[config.mk]
export PLATFORM = sky130hd
export DESIGN_NAME = reg_file_sb
export DESIGN_NICKNAME = d
export VERILOG_FILES = /design/src/rtl/reg_file_sb.sv
export SDC_FILE = /design/constraint.sdc
export NUM_CORES = 1
export LEC_CHECK = 0
export CAP_MARGIN = 20
export CORE_UTILIZATION = 50
export CTS_BUF_LIST = sky130_fd_sc_hd__clkbuf_4 sky130_fd_sc_hd__clkbuf_8
export DETAILED_ROUTE_END_ITERATION = 16
export DONT_BUFFER_PORTS = 1
export SYNTH_ARGS = -nofsm -noshare
export SYNTH_HDL_FRONTEND = slang
export SYNTH_SLANG_ARGS = --single-unit
[constraint.sdc]
create_clock -name clk -period 4.3 [get_ports clk]
set_clock_uncertainty 0.2 [all_clocks]
set_input_delay 0.86 -clock clk [delete_from_list [all_inputs] [get_ports clk]]
set_output_delay 0.86 -clock clk [all_outputs]
set_load 0.05 [all_outputs]
[src/rtl/reg_file_sb.sv]
// Two-write / two-read register file with a per-register busy scoreboard.
// Reads are combinational, with optional same-cycle write forwarding and an optional hardwired zero register.
module reg_file_sb #(
    parameter int WIDTH    = 16,
    parameter int AW       = 3,
    parameter int ZERO_REG = 0,
    parameter int BYPASS   = 1
) (
    input  logic             clk,
    input  logic             reset,
    input  logic             wr0,
    input  logic [AW-1:0]    wr0_addr,
    input  logic [WIDTH-1:0] d_in0,
    input  logic             wr1,
    input  logic [AW-1:0]    wr1_addr,
    input  logic [WIDTH-1:0] d_in1,
    input  logic             rsv,
    input  logic [AW-1:0]    rsv_addr,
    input  logic [AW-1:0]    rd_addr_a,
    input  logic [AW-1:0]    rd_addr_b,
    output logic [WIDTH-1:0] d_out_a,
    output logic [WIDTH-1:0] d_out_b,
    output logic             busy_a,
    output logic             busy_b
);

    localparam int DEPTH = 1 << AW;

    logic [WIDTH-1:0] mem_q [DEPTH];
    logic [WIDTH-1:0] mem_d [DEPTH];
    logic [DEPTH-1:0] busy_q;
    logic [DEPTH-1:0] busy_d;

    logic wr0_en;
    logic wr1_en;
    logic rsv_en;

    function automatic logic is_zero_reg(input logic [AW-1:0] addr);
        return (ZERO_REG != 0) && (addr == '0);
    endfunction

    // Requests aimed at a hardwired zero register are dropped before they reach any state.
    assign wr0_en = wr0 && !is_zero_reg(wr0_addr);
    assign wr1_en = wr1 && !is_zero_reg(wr1_addr);
    assign rsv_en = rsv && !is_zero_reg(rsv_addr);

    always_comb begin
        for (int i = 0; i < DEPTH; i++) begin
            mem_d[i]  = mem_q[i];
            busy_d[i] = busy_q[i];
            if (wr1_en && wr1_addr == AW'(i)) begin
                mem_d[i] = d_in1;
            end else if (wr0_en && wr0_addr == AW'(i)) begin
                mem_d[i] = d_in0;
            end
            // A new reservation outranks the completion of the previous producer.
            if (rsv_en && rsv_addr == AW'(i)) begin
                busy_d[i] = 1'b1;
            end else if ((wr0_en && wr0_addr == AW'(i)) || (wr1_en && wr1_addr == AW'(i))) begin
                busy_d[i] = 1'b0;
            end
        end
    end

    always_ff @(posedge clk) begin
        if (!reset) begin
            for (int i = 0; i < DEPTH; i++) begin
                mem_q[i] <= '0;
            end
            busy_q <= '0;
        end else begin
            for (int i = 0; i < DEPTH; i++) begin
                mem_q[i] <= mem_d[i];
            end
            busy_q <= busy_d;
        end
    end

    for (genvar p = 0; p < 2; p++) begin : g_rd
        logic [AW-1:0]    addr;
        logic             hit0;
        logic             hit1;
        logic             rsv_hit;
        logic [WIDTH-1:0] data;
        logic             busy;

        assign addr    = (p == 0) ? rd_addr_a : rd_addr_b;
        assign hit0    = (BYPASS != 0) && wr0_en && (wr0_addr == addr);
        assign hit1    = (BYPASS != 0) && wr1_en && (wr1_addr == addr);
        assign rsv_hit = rsv_en && (rsv_addr == addr);

        // A forwarded write shows the post-edge busy state: clear unless re-reserved this cycle.
        always_comb begin
            data = mem_q[addr];
            busy = busy_q[addr];
            if (hit1) begin
                data = d_in1;
                busy = rsv_hit;
            end else if (hit0) begin
                data = d_in0;
                busy = rsv_hit;
            end
            if (is_zero_reg(addr)) begin
                data = '0;
                busy = 1'b0;
            end
        end
    end

    assign d_out_a = g_rd[0].data;
    assign d_out_b = g_rd[1].data;
    assign busy_a  = g_rd[0].busy;
    assign busy_b  = g_rd[1].busy;

endmodule

======== Word level (Yosys, flattened, before mapping) ========
Memory sizes are Yosys's and may differ from the RTL's.
Cells that the tools add are included.
storage, ports and cells
  register bits after elaboration ......... 8
  memories kept ........................... 1
  input bits .............................. 52
  bits in writable memories ............... 128
memories
  name   words  bits a word  read ports  clocked after Yosys merged registers in  write ports  line  text
  mem_q  8      16           2           0                                        8            29    logic [WIDTH-1:0] mem_q [DEPTH];
operators by class
  muxes and demuxes ....................... 54
  equality and inequality tests ........... 35
  order comparisons ....................... 2
  bitwise operators ....................... 8
  reduce and logical (&&, ||, !) cells .... 57
operator list
  operator                                             count
  2-to-1 mux 16 bit                                    28
  == test 3 bit (second input constant)                12
  logical AND 1 bit                                    30
  2-to-1 mux 1 bit                                     24
  == test 3 x 2 -> 1 bit (second input constant)       6
  == test 3 bit                                        6
  inequality test 2 bit (second input constant)        8
  AND reduction 2 bit                                  8
  nonzero test 2 bit                                   8
  == test 3 x 1 -> 1 bit (second input constant)       3
  logical NOT 3 bit                                    3
  logical OR 1 bit                                     8
  < comparator 3 x 4 -> 1 bit (second input constant)  2
  OR 1 bit                                             8
  binary-select mux 1 bit (select 3 bit)               2

======== Longest topological paths before layout ========
Gate-level depths: netlist of run 1.
  depth in word-level cells ............... 5
  gate-level depth with buffers ........... 8

======== Least setup slack after synthesis of run 1 ========
OpenSTA, ideal clock, no wires.
  kind .................................... input-to-output
  start point ............................. input port rd_addr_a[1]
  end point ............................... output port d_out_a[0]
  arrival time ............................ 2.847 ns
  stages .................................. 6
  path slack .............................. 0.393 ns
  required time ........................... 3.240 ns
  path buffers ............................ 2
  cells stage by stage .................... buf_6 buf_8 xnor2_1 nand4_2 mux2i_1 o21ai_0
on the way
  cells in the longest elaborated chain, start to end .. 4
  elaborated cells between the ends (all ways) .. 7
RTL lines
  what                                                         line  text
  start, declared                                              19    input logic [AW-1:0] rd_addr_a,
  branches (longest 3 deep; another with memory (8 x 16 bit))  --
  2-to-1 mux 16 bit (*)                                        96    if (hit1) begin
  end, declared                                                21    output logic [WIDTH-1:0] d_out_a,
Mark *: on every way between the ends.

======== Worst setup path after layout of run 1 ========
  start point ............................. input port rd_addr_a[1]
  end point ............................... output port busy_a
on the way
  cells in the longest elaborated chain, start to end .. 4
  elaborated cells between the ends (all ways) .. 10
RTL lines
  what                                                                  line  text
  binary-select mux 1 bit (select 3 bit), or another cell as far along  95    busy = busy_q[addr];
  2-to-1 mux 1 bit (implied by the code), or another cell as far along  95
  2-to-1 mux 1 bit                                                      99    end else if (hit0) begin
  2-to-1 mux 1 bit (*)                                                  96
  end, declared                                                         23    output logic busy_a,
Every way passes the cells marked *; elsewhere a longest branch is shown, timed or not. The select of a mux whose other input is x is not followed.

==> summary.md, run 1 <==
| Metric | Value |
|---|---|
| Finished Core Util | `0.540` |
| Sequential share of power | `0.471` |
| Synth Area per Inst | `10.4 um^2` |
| Post-synthesis sequential area ratio | `0.415` |
| Non-Filler Cell Area, Final | `10200 um^2` |
| Endpoints failing setup | `0` |
| Clock latency on the worst-skew pair | `460 ps` |
| Layout cells sized above 1 | `0.192` |
| Largest net degree at the start of global routing | `53` |
| Critical Path RT | `3240 ps` |
| N_diodes | `0` |
| Crit path arrival time | `2520 ps` |
| Die W | `141 um` |
| Worst relative slew slack | `0.202` |
| TritonCTS clock tree | `done` |
| Hold WS | `273 ps` |
| Grt ovf | `0` |
| DR pass1 iterations | `6` |
| # hold bufs at CTS | `0` |
| Total Routing Usage GR | `0.342` |
| CTS Root Cell | `clkbuf_8` |
| Setup Fix Bufs, Post-CTS | `0` |
| Area growth from synthesis to layout | `5.44%` |
| Fin crit period | `3580 ps` |
| First DRT Iteration DRCs | `963` |
| I/O pins | `86` |
| Comb power frac | `0.247` |
| Initial antenna violation count | `0` |
| Vias in the first global route | `7672` |
| Slew Viols, Final | `0` |
| RSZ-0062 raised after global routing | `no` |
| Post-synth ARST share | `0` |
| Distinct cells, synth | `50` |
| Post-route setup TNS | `0 ps` |
| Layout fillers | `1644` |
| Net Sw Power | `1.12 mW` |
| Crit start category | `input pin` |
| Input/output buffers | `0` |
| Post-synth top area cell | `edfxtp_1` |
| Final hold violations | `0` |
| GP Congestion | `0.875` |
| Max cap viols | `0` |
| Mapped Area | `9640 um^2` |
| Clock transition at the registers of the reported paths | `90 ps` |
| Num CTS Buffers | `17` |
| Dpl ws | `745 ps` |
| Post-synth top area share | `0.399` |
| Die Ht | `141 um` |
| Routed Antenna Nets | `0` |
| Drt total wl | `32.8 mm` |
| VDD IR-drop max | `0.198 mV` |
| Tcrit/Tclk final | `0.834` |
| Commonest cells in the netlist | `nand2_1, edfxtp_1, a21oi_1, clkbuf_1, mux4_2` |
| Dpl cells | `1132` |
| Internal | `2.34 mW` |
| Switching power share of the total | `0.323` |
| Fin nets | `943` |
| Top-count cell post-synth | `nand2_1` |
| Leakage | `3.88 nW` |
| PwrDens | `340 nW/um^2` |
| Largest cells by area after synthesis | `edfxtp_1, nand2_1, mux4_2` |
| H-tree Lvls | `4` |
| Clock power frac | `0.282` |
| Row count | `50` |
| Maximum fanout along the worst path | `25` |
| Routed WL per cell | `28.2 um` |
| First-pass GRT wire length | `48.6 mm` |
| Crit Path Class | `input pin to output port` |
| Least-Margin Pin Slew | `1190 ps` |
| Placed Area | `9820 um^2` |
| Die area | `19800 um^2` |
| Critical path endpoint category | `output port` |
| Number of synthesized register bits | `136` |
| Cts repair resizes | `0` |
| Post-synth net total | `978` |
| Total Power | `3.45 mW` |
| Max Clk Rate | `279 MHz` |
| Synth Instances | `926` |
| DR vias | `7803` |
| Vias/cell | `6.70` |
| Final Non-Filler Cells | `1164` |
| Post-synth top flop | `edfxtp_1` |
| DRC | `0` |
| Worst hold path type | `flip-flop to flip-flop` |
| Sink Count | `136` |
| Starting Density | `0.512` |
| Final worst slack | `716 ps` |
| Outcome | `complete, no violations` |
| Post-synth EDFFs | `128` |
| Core Footprint | `18800 um^2` |
| Ys Warns | `0` |
| Clock Path Buffers | `2` |
| Dpl hpwl | `20.6 mm` |
[flip-flops by register name, indices dropped and copies added, names as in the netlist]
name and count:
mem_q 128, busy_q 8
[cell families (layout without fill, tap and decap cells)]
logic type | count (synthesis) | in the layout | synth area share
muxes | 136 | 136 | 0.245
buffers and inverters | 120 | 98 | 0.0668
AOI/OAI and AO/OA | 177 | 177 | 0.106
and+or+nand+nor | 339 | 339 | 0.151
DFF | 136 | 136 | 0.415
xor gates and xnor gates | 18 | 18 | 0.0164
[cell usage in the layout (no fill, tap or decap), drive strengths merged, types with 4 or more instances in the layout]
cell type,count
o21ai,33
nand4,6
nand2b,7
a31oi,4
xnor2,18
a21oi,97
clkinvlp,7
edfxtp,128
mux2i,36
inv,11
nor2,6
dfxtp,8
buf,58
mux4,68
a21boi,32
mux2,32
clkbuf,19
nand2,300
[per-layer routing]
| layer | track usage | routed length, um | vias up |
|---|---|---|---|
| li1 | - | - | 3289 |
| met1 | 0.431 | 12400 | 3814 |
| met2 | 0.540 | 15400 | 582 |
| met3 | 0.0975 | 3760 | 118 |
| met4 | 0.176 | 1340 | 0 |
| met5 | 0 | 0 | - |
[area by class of cell]
| cell class | count | area, um^2 | area share |
|---|---|---|---|
| repair buffers | 58 | 435 | 0.0428 |
| inverters | 8 | 30.0 | 0.00295 |
| flip-flops and latches | 136 | 4000 | 0.394 |
| multi-input cells | 670 | 5020 | 0.494 |
| clock inverters | 13 | 100 | 0.00985 |
| well taps | 260 | 325 | 0.0320 |
| clock buffers | 19 | 249 | 0.0245 |
[power by group through the flow]
stage / Clock, mW / Sequential, mW / Combinational, mW
after floorplan: 0 / 1.62 / 0.716
after CTS: 0.980 / 1.62 / 0.848
after global placement: 0 / 1.64 / 0.833
after detailed placement: 0 / 1.65 / 0.846
after global routing: 1.03 / 1.64 / 0.890
final: 0.973 / 1.63 / 0.853
[critical path, stage by stage]
cell and delay (ps):
xnor2_1 170, nand4_2 560, buf_4 410, nand2b_1 100, mux2i_1 190, buf_4 220
[final timing paths]
check               startpoint        end  slack, ps  cells after the start
setup / recovery  rd_addr_a[1]     busy_a        720                      6
hold / removal       busy_q[5]  busy_q[5]        270                      2
setup reg to reg     busy_q[0]  busy_q[0]       3430                      1
hold reg to reg      busy_q[5]  busy_q[5]        270                      2
No activity file was read; power rests on OpenSTA's default activity.
==> run 2, diff against run 1 <==
--- a/config.mk
+++ b/config.mk
@@ -10,6 +10,7 @@
 export CTS_BUF_LIST = sky130_fd_sc_hd__clkbuf_4 sky130_fd_sc_hd__clkbuf_8
 export DETAILED_ROUTE_END_ITERATION = 16
 export DONT_BUFFER_PORTS = 1
+export PLACE_DENSITY = 0.68
 export SYNTH_ARGS = -nofsm -noshare
 export SYNTH_HDL_FRONTEND = slang
 export SYNTH_SLANG_ARGS = --single-unit
==> constraint.sdc (replaced) <==
create_clock -name clk -period 3 [get_ports clk]
set_clock_uncertainty 0.2 [all_clocks]
set_input_delay 0.6 -clock clk [delete_from_list [all_inputs] [get_ports clk]]
set_output_delay 0.6 -clock clk [all_outputs]
set_load 0.05 [all_outputs]
==> run 2 against run 1 <==
Compared with the run above:
- sequential power increased by 44%
- count of clock-buffer cells in the layout increased by 4
- largest power group unchanged
- setup slack got worse by 660 ps
- largest cell class unchanged
- highest routed layer unchanged
==> summary.md, run 2 (synthesized netlist as in run 1, its figures left out) <==
| Metric | Value |
|---|---|
| Outcome | `complete, no violations` |
| Slowest cell delay on critical path | `500 ps` |
| Routed Antenna Nets | `0` |
| Crit path cell chain | `mux4_2 -> mux2_2 -> mux2i_1 -> o21ai_1 -> buf_12` |
| Most common cell after layout, fill and taps aside | `nand2_1` |
| Die Ht | `141 um` |
| DR vias | `7737` |
| N_diodes | `0` |
| PwrDens | `492 nW/um^2` |
| H-tree Lvls | `4` |
| Vias/cell | `6.59` |
| Most frequent cells in the layout | `nand2_1, edfxtp_1, a21oi_1, mux4_2, buf_12` |
| Worst hold path type | `input pin to flip-flop` |
| Critical Path RT | `2200 ps` |
| # hold bufs at CTS | `0` |
| First-pass GRT wire length | `46.8 mm` |
| Setup Fix Bufs, Post-CTS | `0` |
| Crit start category | `flip-flop` |
| Largest Register | `mem_q` |
| Fin nets | `953` |
| First DRT Iteration DRCs | `946` |
| Core Footprint | `18800 um^2` |
| Vias in the first global route | `7524` |
| RSZ-0062 raised after global routing | `no` |
| TritonCTS clock tree | `done` |
| CTS Root Cell | `clkbuf_8` |
| Initial antenna violation count | `0` |
| I/O pins | `86` |
| Layout cells sized above 1 | `0.236` |
| Dpl hpwl | `19.8 mm` |
| Endpoints failing setup | `0` |
| Starting Density | `0.512` |
| Crit-path slowest cell | `mux4_2` |
| Largest net degree at the start of global routing | `53` |
| Input/output buffers | `0` |
| Row count | `50` |
| DR pass1 iterations | `8` |
| Regs by FF count | `mem_q (128), busy_q (8)` |
| Crit path buf inv count | `1` |
| Clock transition at the registers of the reported paths | `70 ps` |
| Dpl ws | `255 ps` |
| Crit-path leading delay family | `multiplexers` |
| Tcrit/Tclk final | `0.981` |
| Die area | `19800 um^2` |
| Cts repair resizes | `0` |
| VDD IR-drop max | `0.310 mV` |
| Num CTS Buffers | `17` |
| Least-Margin Pin Slew | `880 ps` |
| GP Congestion | `0.879` |
| Crit Path Class | `flip-flop to output port` |
| Critical path endpoint category | `output port` |
| Clock latency on the worst-skew pair | `450 ps` |
| Max cap viols | `0` |
| Max reg flops | `128` |
| Drt total wl | `31.3 mm` |
| Worst relative slew slack | `0.413` |
| Max Clk Rate | `340 MHz` |
| Crit path arrival time | `2140 ps` |
| Final worst slack | `55.8 ps` |
| Die W | `141 um` |
| Hold WS | `54.2 ps` |
| Grt ovf | `0` |
| Total Routing Usage GR | `0.325` |
| Slew Viols, Final | `0` |
| Sink Count | `136` |
| Routed WL per cell | `26.6 um` |
| DRC | `0` |
| Maximum fanout along the worst path | `2` |
| Clock Path Buffers | `2` |
| Final hold violations | `0` |
| Fin crit period | `2940 ps` |
| Leakage | `4.11 nW` |
| Area growth from synthesis to layout | `12.2%` |
## run 2: cell count changes in the layout (fill, tap and decap cells not counted), sizes merged
cell / before / now
clkinv: 3 / 7
inv: 11 / 9
clkbuf: 19 / 23
clkinvlp: 7 / 0
bufinv: 0 / 1
buf: 58 / 68
## run 2: area by class of cell
cell class                      instances  area [um^2]
Tap cell                              260          325
Inverter                                8         30.0
Multi-Input combinational cell        670         5130
Timing Repair Buffer                   68          948
Clock inverter                          9         71.3
Sequential cell                       136         4000
Fill cell                            1536         8020
Clock buffer                           23          304
## run 2: metal layers
layer	part of all wire	global-route usage
met1	0.38	0.434
met2	0.46	0.501
met3	0.13	0.0927
met4	0.036	0.133
met5	0	0
## run 2: metrics by stage
stage,TNS (ps),std cells,power [mW],util,instance area (um^2)
6_report,0,1174,5.32,0.574,10800
5_1_grt,0,1174,5.46,0.574,10800
4_1_cts,0,1174,5.30,0.574,10800
3_5_place_dp,0,1142,3.87,0.554,10400
3_3_place_gp,0,1142,3.84,0.554,10400
2_1_floorplan,-720,926,3.39,-,9740
## run 2: power by group
part	total, mW	switching (mW)	internal [mW]
sequential	2.34	0.0872	2.25
combinational	1.51	0.765	0.744
clock	1.48	0.728	0.752
## run 2: path summary, 6_finish.rpt
kind | start | to | slack, ps | depth (start not counted)
worst max-delay path | mem_q[7][4] | d_out_b[4] | 60 | 5
worst min-delay path | rsv_addr[1] | busy_q[5] | 50 | 1
worst max register to register | busy_q[2] | busy_q[2] | 2150 | 1
worst min register to register | busy_q[6] | busy_q[6] | 280 | 2
==> run 3, diff against run 2 <==
--- a/config.mk
+++ b/config.mk
@@ -10,6 +10,7 @@
 export CTS_BUF_LIST = sky130_fd_sc_hd__clkbuf_4 sky130_fd_sc_hd__clkbuf_8
 export DETAILED_ROUTE_END_ITERATION = 16
 export DONT_BUFFER_PORTS = 1
+export GPL_ROUTABILITY_DRIVEN = 0
 export PLACE_DENSITY = 0.68
 export SYNTH_ARGS = -nofsm -noshare
 export SYNTH_HDL_FRONTEND = slang
==> results of run 3 <==
Same layout as run 2: the final DEF is identical, and so are final timing and power.
